--- src/rtl/lsu_mem_master.sv ---
// Load/store unit master: one request at a time to a 1024-word synchronous data memory.
// Optional macro LSU_ALIGN_CHECK_EN rejects misaligned or out-of-range addresses with resp_err.
module lsu_mem_master (
  input  logic        clk,
  input  logic        rst,
  input  logic        req_valid,
  output logic        req_ready,
  input  logic        req_we,
  input  logic [31:0] req_addr,
  input  logic [31:0] req_wdata,
  output logic        resp_valid,
  output logic [31:0] resp_rdata,
  output logic        resp_err,
  output logic [9:0]  mem_addr,
  output logic        mem_read,
  output logic        mem_write,
  output logic [31:0] mem_wdata,
  input  logic [31:0] mem_rdata
);

  typedef enum logic [1:0] {
    IDLE  = 2'd0,
    ISSUE = 2'd1,
    WAIT  = 2'd2,
    RESP  = 2'd3
  } state_t;

  state_t      state_r, state_s;
  logic        req_ready_r, req_ready_s;
  logic        resp_valid_r, resp_valid_s;
  logic        resp_err_r, resp_err_s;
  logic [31:0] resp_rdata_r, resp_rdata_s;
  logic [9:0]  mem_addr_r, mem_addr_s;
  logic        mem_read_r, mem_read_s;
  logic        mem_write_r, mem_write_s;
  logic [31:0] mem_wdata_r, mem_wdata_s;
  logic        bad_addr_s;

`ifdef LSU_ALIGN_CHECK_EN
  function automatic logic addr_bad(input logic [31:0] addr);
    return (addr[1:0] != 2'd0) || (addr[31:12] != 20'd0);
  endfunction

  assign bad_addr_s = addr_bad(req_addr);
`else
  logic unused_addr_bits_s;

  assign unused_addr_bits_s = ^{req_addr[31:12], req_addr[1:0]};
  assign bad_addr_s         = 1'b0;
`endif

  // Next-state and next-output computation; data registers hold unless updated.
  always_comb begin
    state_s      = state_r;
    req_ready_s  = 1'b0;
    resp_valid_s = 1'b0;
    resp_err_s   = 1'b0;
    resp_rdata_s = resp_rdata_r;
    mem_addr_s   = mem_addr_r;
    mem_read_s   = 1'b0;
    mem_write_s  = 1'b0;
    mem_wdata_s  = mem_wdata_r;
    case (state_r)
      IDLE: begin
        if (req_valid && req_ready_r) begin
          if (bad_addr_s) begin
            state_s      = RESP;
            resp_valid_s = 1'b1;
            resp_err_s   = 1'b1;
          end else begin
            state_s     = ISSUE;
            mem_read_s  = 1'b1;
            mem_write_s = req_we;
            mem_addr_s  = req_addr[11:2];
            mem_wdata_s = req_wdata;
          end
        end else begin
          req_ready_s = 1'b1;
        end
      end
      ISSUE: begin
        // mem_write_r still carries the latched request direction here
        if (mem_write_r) begin
          state_s      = RESP;
          resp_valid_s = 1'b1;
        end else begin
          state_s = WAIT;
        end
      end
      WAIT: begin
        state_s      = RESP;
        resp_valid_s = 1'b1;
        resp_rdata_s = mem_rdata;
      end
      RESP: begin
        state_s     = IDLE;
        req_ready_s = 1'b1;
      end
      default: begin
        state_s = IDLE;
      end
    endcase
  end

  // State and registered outputs with synchronous reset.
  always_ff @(posedge clk) begin
    if (rst) begin
      state_r      <= IDLE;
      req_ready_r  <= 1'b0;
      resp_valid_r <= 1'b0;
      resp_err_r   <= 1'b0;
      resp_rdata_r <= 32'd0;
      mem_addr_r   <= 10'd0;
      mem_read_r   <= 1'b0;
      mem_write_r  <= 1'b0;
      mem_wdata_r  <= 32'd0;
    end else begin
      state_r      <= state_s;
      req_ready_r  <= req_ready_s;
      resp_valid_r <= resp_valid_s;
      resp_err_r   <= resp_err_s;
      resp_rdata_r <= resp_rdata_s;
      mem_addr_r   <= mem_addr_s;
      mem_read_r   <= mem_read_s;
      mem_write_r  <= mem_write_s;
      mem_wdata_r  <= mem_wdata_s;
    end
  end

  assign req_ready  = req_ready_r;
  assign resp_valid = resp_valid_r;
  assign resp_err   = resp_err_r;
  assign resp_rdata = resp_rdata_r;
  assign mem_addr   = mem_addr_r;
  assign mem_read   = mem_read_r;
  assign mem_write  = mem_write_r;
  assign mem_wdata  = mem_wdata_r;

endmodule

--- config.mk ---
export PLATFORM = sky130hd
export DESIGN_NAME = lsu_mem_master
export DESIGN_NICKNAME = d
export VERILOG_FILES = /design/src/rtl/lsu_mem_master.sv
export SDC_FILE = /design/constraint.sdc
export NUM_CORES = 1
export LEC_CHECK = 0
export BUFFER_PORTS_ARGS = -buffer_cell sky130_fd_sc_hd__buf_2
export CAP_MARGIN = 15
export CORE_MARGIN = 1
export CORE_UTILIZATION = 45
export DETAILED_ROUTE_END_ITERATION = 7
export GPL_TIMING_DRIVEN = 0
export PLACE_DENSITY = 0.84
export SYNTH_ARGS = -nofsm -noshare
export SYNTH_HDL_FRONTEND = slang
export SYNTH_SLANG_ARGS = --single-unit
--- constraint.sdc ---
create_clock -name clk -period 3.3 [get_ports clk]
set_input_delay 0.825 -clock clk [delete_from_list [all_inputs] [get_ports clk]]
set_output_delay 0.825 -clock clk [all_outputs]
set_load 0.01 [all_outputs]
After elaboration in Yosys (flattened, before gate mapping)
Cells that the tools add are included.
{ "totals": {"regBits": 80, "elab_cells": 27} }
{ "op_classes": {"n_eq_ne": 4, "mux": 8, "bitwise": 2, "n_reduce_logical": 5} }
{ "op_table": {"columns": ["operator", "count"], "rows": [
  ["case mux 2 bit (4 select lines)", 1],
  ["equality test 2 bit (second input constant)", 2],
  ["2-to-1 mux 1 bit", 4],
  ["case mux 1 bit (2 select lines)", 2],
  ["OR reduction 3 bit", 1],
  ["equality test 2 x 1 -> 1 bit (second input constant)", 1],
  ["zero test 2 bit", 1],
  ["2-to-1 mux 2 bit", 1],
  ["inequality test 2 bit (second input constant)", 1],
  ["NOT 1 bit", 2],
  ["AND reduction 2 bit", 1],
  ["OR reduction 2 bit", 1],
  ["logical AND 1 bit", 1]
]} }

Depth between registers and ports, before layout
{ "depth": {"ltp_word": 3, "ltp_mapped": 7, "ltp_nobuf": 5} }

Worst setup path after synthesis
No wires, ideal clock.
{ "synth_timing": {"kind": "in2reg", "startpoint": "in req_valid", "endpoint": "reg mem_addr_r[0] (netlist: mem_addr[0])", "setup_ns": 0.132, "arrival_time_ns": 1.371, "required_ns": 3.168, "setup_slack_ns": 1.796, "cell_stages": 5, "path_buffers": 2, "path_cell_list": "and3_1 > buf_2 > buf_4 > nand2_1 > a21oi_1"} }
{ "synth_via": {"elab_chain_len": 2} }
{ "synth_lines": {"columns": ["element", "line_no", "text"], "rows": [
  ["start: declaration", "6", "input logic req_valid,"],
  ["logical AND 1 bit", "65", "if (req_valid && req_ready_r) begin"],
  ["AND reduction 2 bit (no line)", null, null],
  ["end signal: assignment", "123", "mem_addr_r <= mem_addr_s;"],
  ["end: declaration", "33", "logic [9:0] mem_addr_r, mem_addr_s;"]
]} }
Every way passes these cells.
A chain may end at the register's enable or synchronous reset.

Final worst setup path
{ "layout_timing": {"startpoint": "reg req_ready_r (netlist: req_ready)", "endpoint": "out req_ready"} }
{ "layout_rtl": {"columns": ["element", "line_no", "text"], "rows": [
  ["start: declaration", "29", "logic req_ready_r, req_ready_s;"],
  ["start signal: assignment", "119", "req_ready_r <= req_ready_s;"],
  ["end: declaration", "7", "output logic req_ready,"]
]} }
No word-level cell between the ends.

==> impl_metrics.tcl <==
set metrics [dict create \
    worstPathRequired_ps 2470 \
    fillCellCount 510 \
    area_delta_synth_final_pct 38.6 \
    cts-buffers-inserted 9 \
    path_cells "buf_2" \
    grt_util_all_layers_pct 20.4 \
    drive_above_1_share_pct 38.8 \
    pre_cts_slack_ps 1520 \
    synthDistinctLibCells 18 \
    grt_pass1_vias 2386 \
    root_buffer "clkbuf_8" \
    ir_drop_mv 0.373 \
    regArea_um2 1600 \
    port_buffers 154 \
    async_flop_share_pct 0 \
    start_util_pct 47.3 \
    clk_pin_slew_ps 80 \
    critPathLaunchType "flip-flop" \
    coreArea_um2 6030 \
    final_max_slew_viol_count 0 \
    ctsResizeCount 0 \
    drc 0 \
    clk_path_buf_depth 2 \
    tns_ps 0 \
    total_power_mw 2.83 \
    antenna_cells 0 \
    met3RoutedLength_um 461 \
    path_buf_inv 1 \
    synth-seq-cells 80 \
    fin_ws_ps 1610 \
    syn_inst 314 \
    ctsHoldBuffers 0 \
    dr.pass1.iters 4 \
    outcome "finished, final reports clean" \
    vias 2590 \
    yosys.area.top_type "dfxtp_1" \
    drtIter0Drc 80 \
    cts_tree "done" \
    die_y_um 81.6 \
    arrival_ps 870 \
    rsz0062_at_grt "false" \
    cp_max_fo 4 \
    multi_input_area_um2 1110 \
    hpwlAfterDp_um 5090 \
    drt-met1-wl_um 2830 \
    slowest_stage "dfxtp_1" \
    p_leak_nw 1.87 \
    place.gp.congestion 0.773 \
    whs_ps 452 \
    hold_viol 0 \
    yosysMostFrequentCell "nand2_1" \
    slowest_delay_ps 380 \
    synth_area_um2 2850 \
    critPathCaptureType "primary output" \
    wl_per_cell_um 12.1 \
    fin_skew_ps 7.01 \
    antenna_found_initial 0 \
    ys.flop_type "dfxtp_1" \
    synth.top_cell.area_share_pct 56.1 \
    cap_violations 0 \
    synth_commonest_cells "nand2_1, dfxtp_1, a21oi_1" \
    synth_edf_count 0 \
    clock.fmax_mhz 591 \
    grt_pass1_wl_um 10200 \
    layoutNonFillerInstCount 559 \
    cts_setup_buffers 0 \
    fin_crit_ps 1690 \
    setup_viol 0 \
    num_io_pins 179 \
    grt-ovfl-total 0 \
    critPathKind "flip-flop to primary output" \
    yosysWarnings 0 \
    avgSynthCellArea_um2 9.09 \
    ant_nets 0 \
    cts_htree_levels 3 \
    rows 28 \
    synth_nets 419 \
    synthTopCellsByArea "dfxtp_1, mux2i_1, nand2_1" \
    routed_via_density 4.63 \
    p_per_area_nw_per_um2 716 \
    top_layer_used "met4" \
    final_net_count 584 \
    hp-class "flip-flop to flip-flop" \
    routed_wl_um 6760 \
    clock-sinks 80 \
    grt_start_max_net_pins 14 \
    yosysSeqAreaShare_pct 56.1 \
    wl_met2_um 3330 \
    die_x_um 81.6 \
    dp.cells 543 \
    die_area_um2 6660 \
    finalCritPeriodShare_pct 51.3 \
    clk_latency_ps 340 \
    cp_top_family "flip-flops" \
]
layout by cell type, fill, tap and decap left out:
cell type and instances:
buf_4 8, and3_1 1, clkbuf_8 9, clkinv_2 2
nor2_1 35, clkinvlp_4 1, nand2_1 84, dfxtp_1 80
conb_1 1, clkbuf_1 6, a21boi_2 1, nand3_1 1
ha_1 5, and2_1 1, inv_1 2, a211oi_1 1
buf_2 164, mux2i_1 33, nor3b_1 2, a21oi_1 43
nor3_1 1, bufinv_16 3
worst paths after layout:
check              start       endpoint  slack (ps)  cells past startpoint
max            req_ready      req_ready        1610                      1
min          mem_addr[4]    mem_addr[4]         450                      2
max reg2reg   state_r[1]  mem_wdata[16]        1800                      6
min reg2reg  mem_addr[4]    mem_addr[4]         450                      2
logic make-up (layout without fill, tap and decap cells):
family                   after synthesis  after routing  share of synthesized area [%]
AO/OA/AOI/OAI                         45             45                           8.20
adder cells (fa/ha/maj)                5              5                           2.19
buffers and inverters                 25            195                           4.78
flip-flops                            80             80                           56.1
multiplexers                          33             33                           11.6
other                                  1              1                          0.131
AND/OR/NAND/NOR                      125            125                           17.0
power breakdown:
group / switching (mW) / total [mW] / internal [mW]
Clock: 0.339 / 0.839 / 0.500
Sequential: 0.0754 / 1.19 / 1.12
Combinational: 0.436 / 0.798 / 0.362
worst reg2reg max path, stage by stage (launching register included):
cell and delay (ps):
dfxtp_1 370, inv_1 100, ha_1 210, nand3_1 230, buf_2 280, nand2_1 80, a21oi_1 170
registers in the layout (all words and copies together) (netlist names):
name        flops
resp_valid      1
mem_wdata      32
req_ready       1
state_r         2
mem_read        1
mem_addr       10
mem_write       1
resp_rdata     32
layer usage:
metal  vias up  GRT usage [%]
li1       1339              -
met1      1143           21.5
met2        97           36.5
met3        11           5.67
met4         0           11.6
met5         -              0
layout make-up:
class	count	share of cell area, %
inverter	2	0.190
sequential	80	40.5
clock buffer	10	3.23
tap	75	2.37
timing repair buffer	154	19.5
buffer	23	3.26
clock inverter	6	2.72
multi-input combinational	209	28.2
through the flow:
step,utilization [%],cell area [um^2]
floorplan,-,2850
global placement,61.7,3720
detailed placement,61.7,3720
CTS,65.6,3950
global route,65.6,3950
finish,65.6,3950
(Power assumes the default switching activity.)
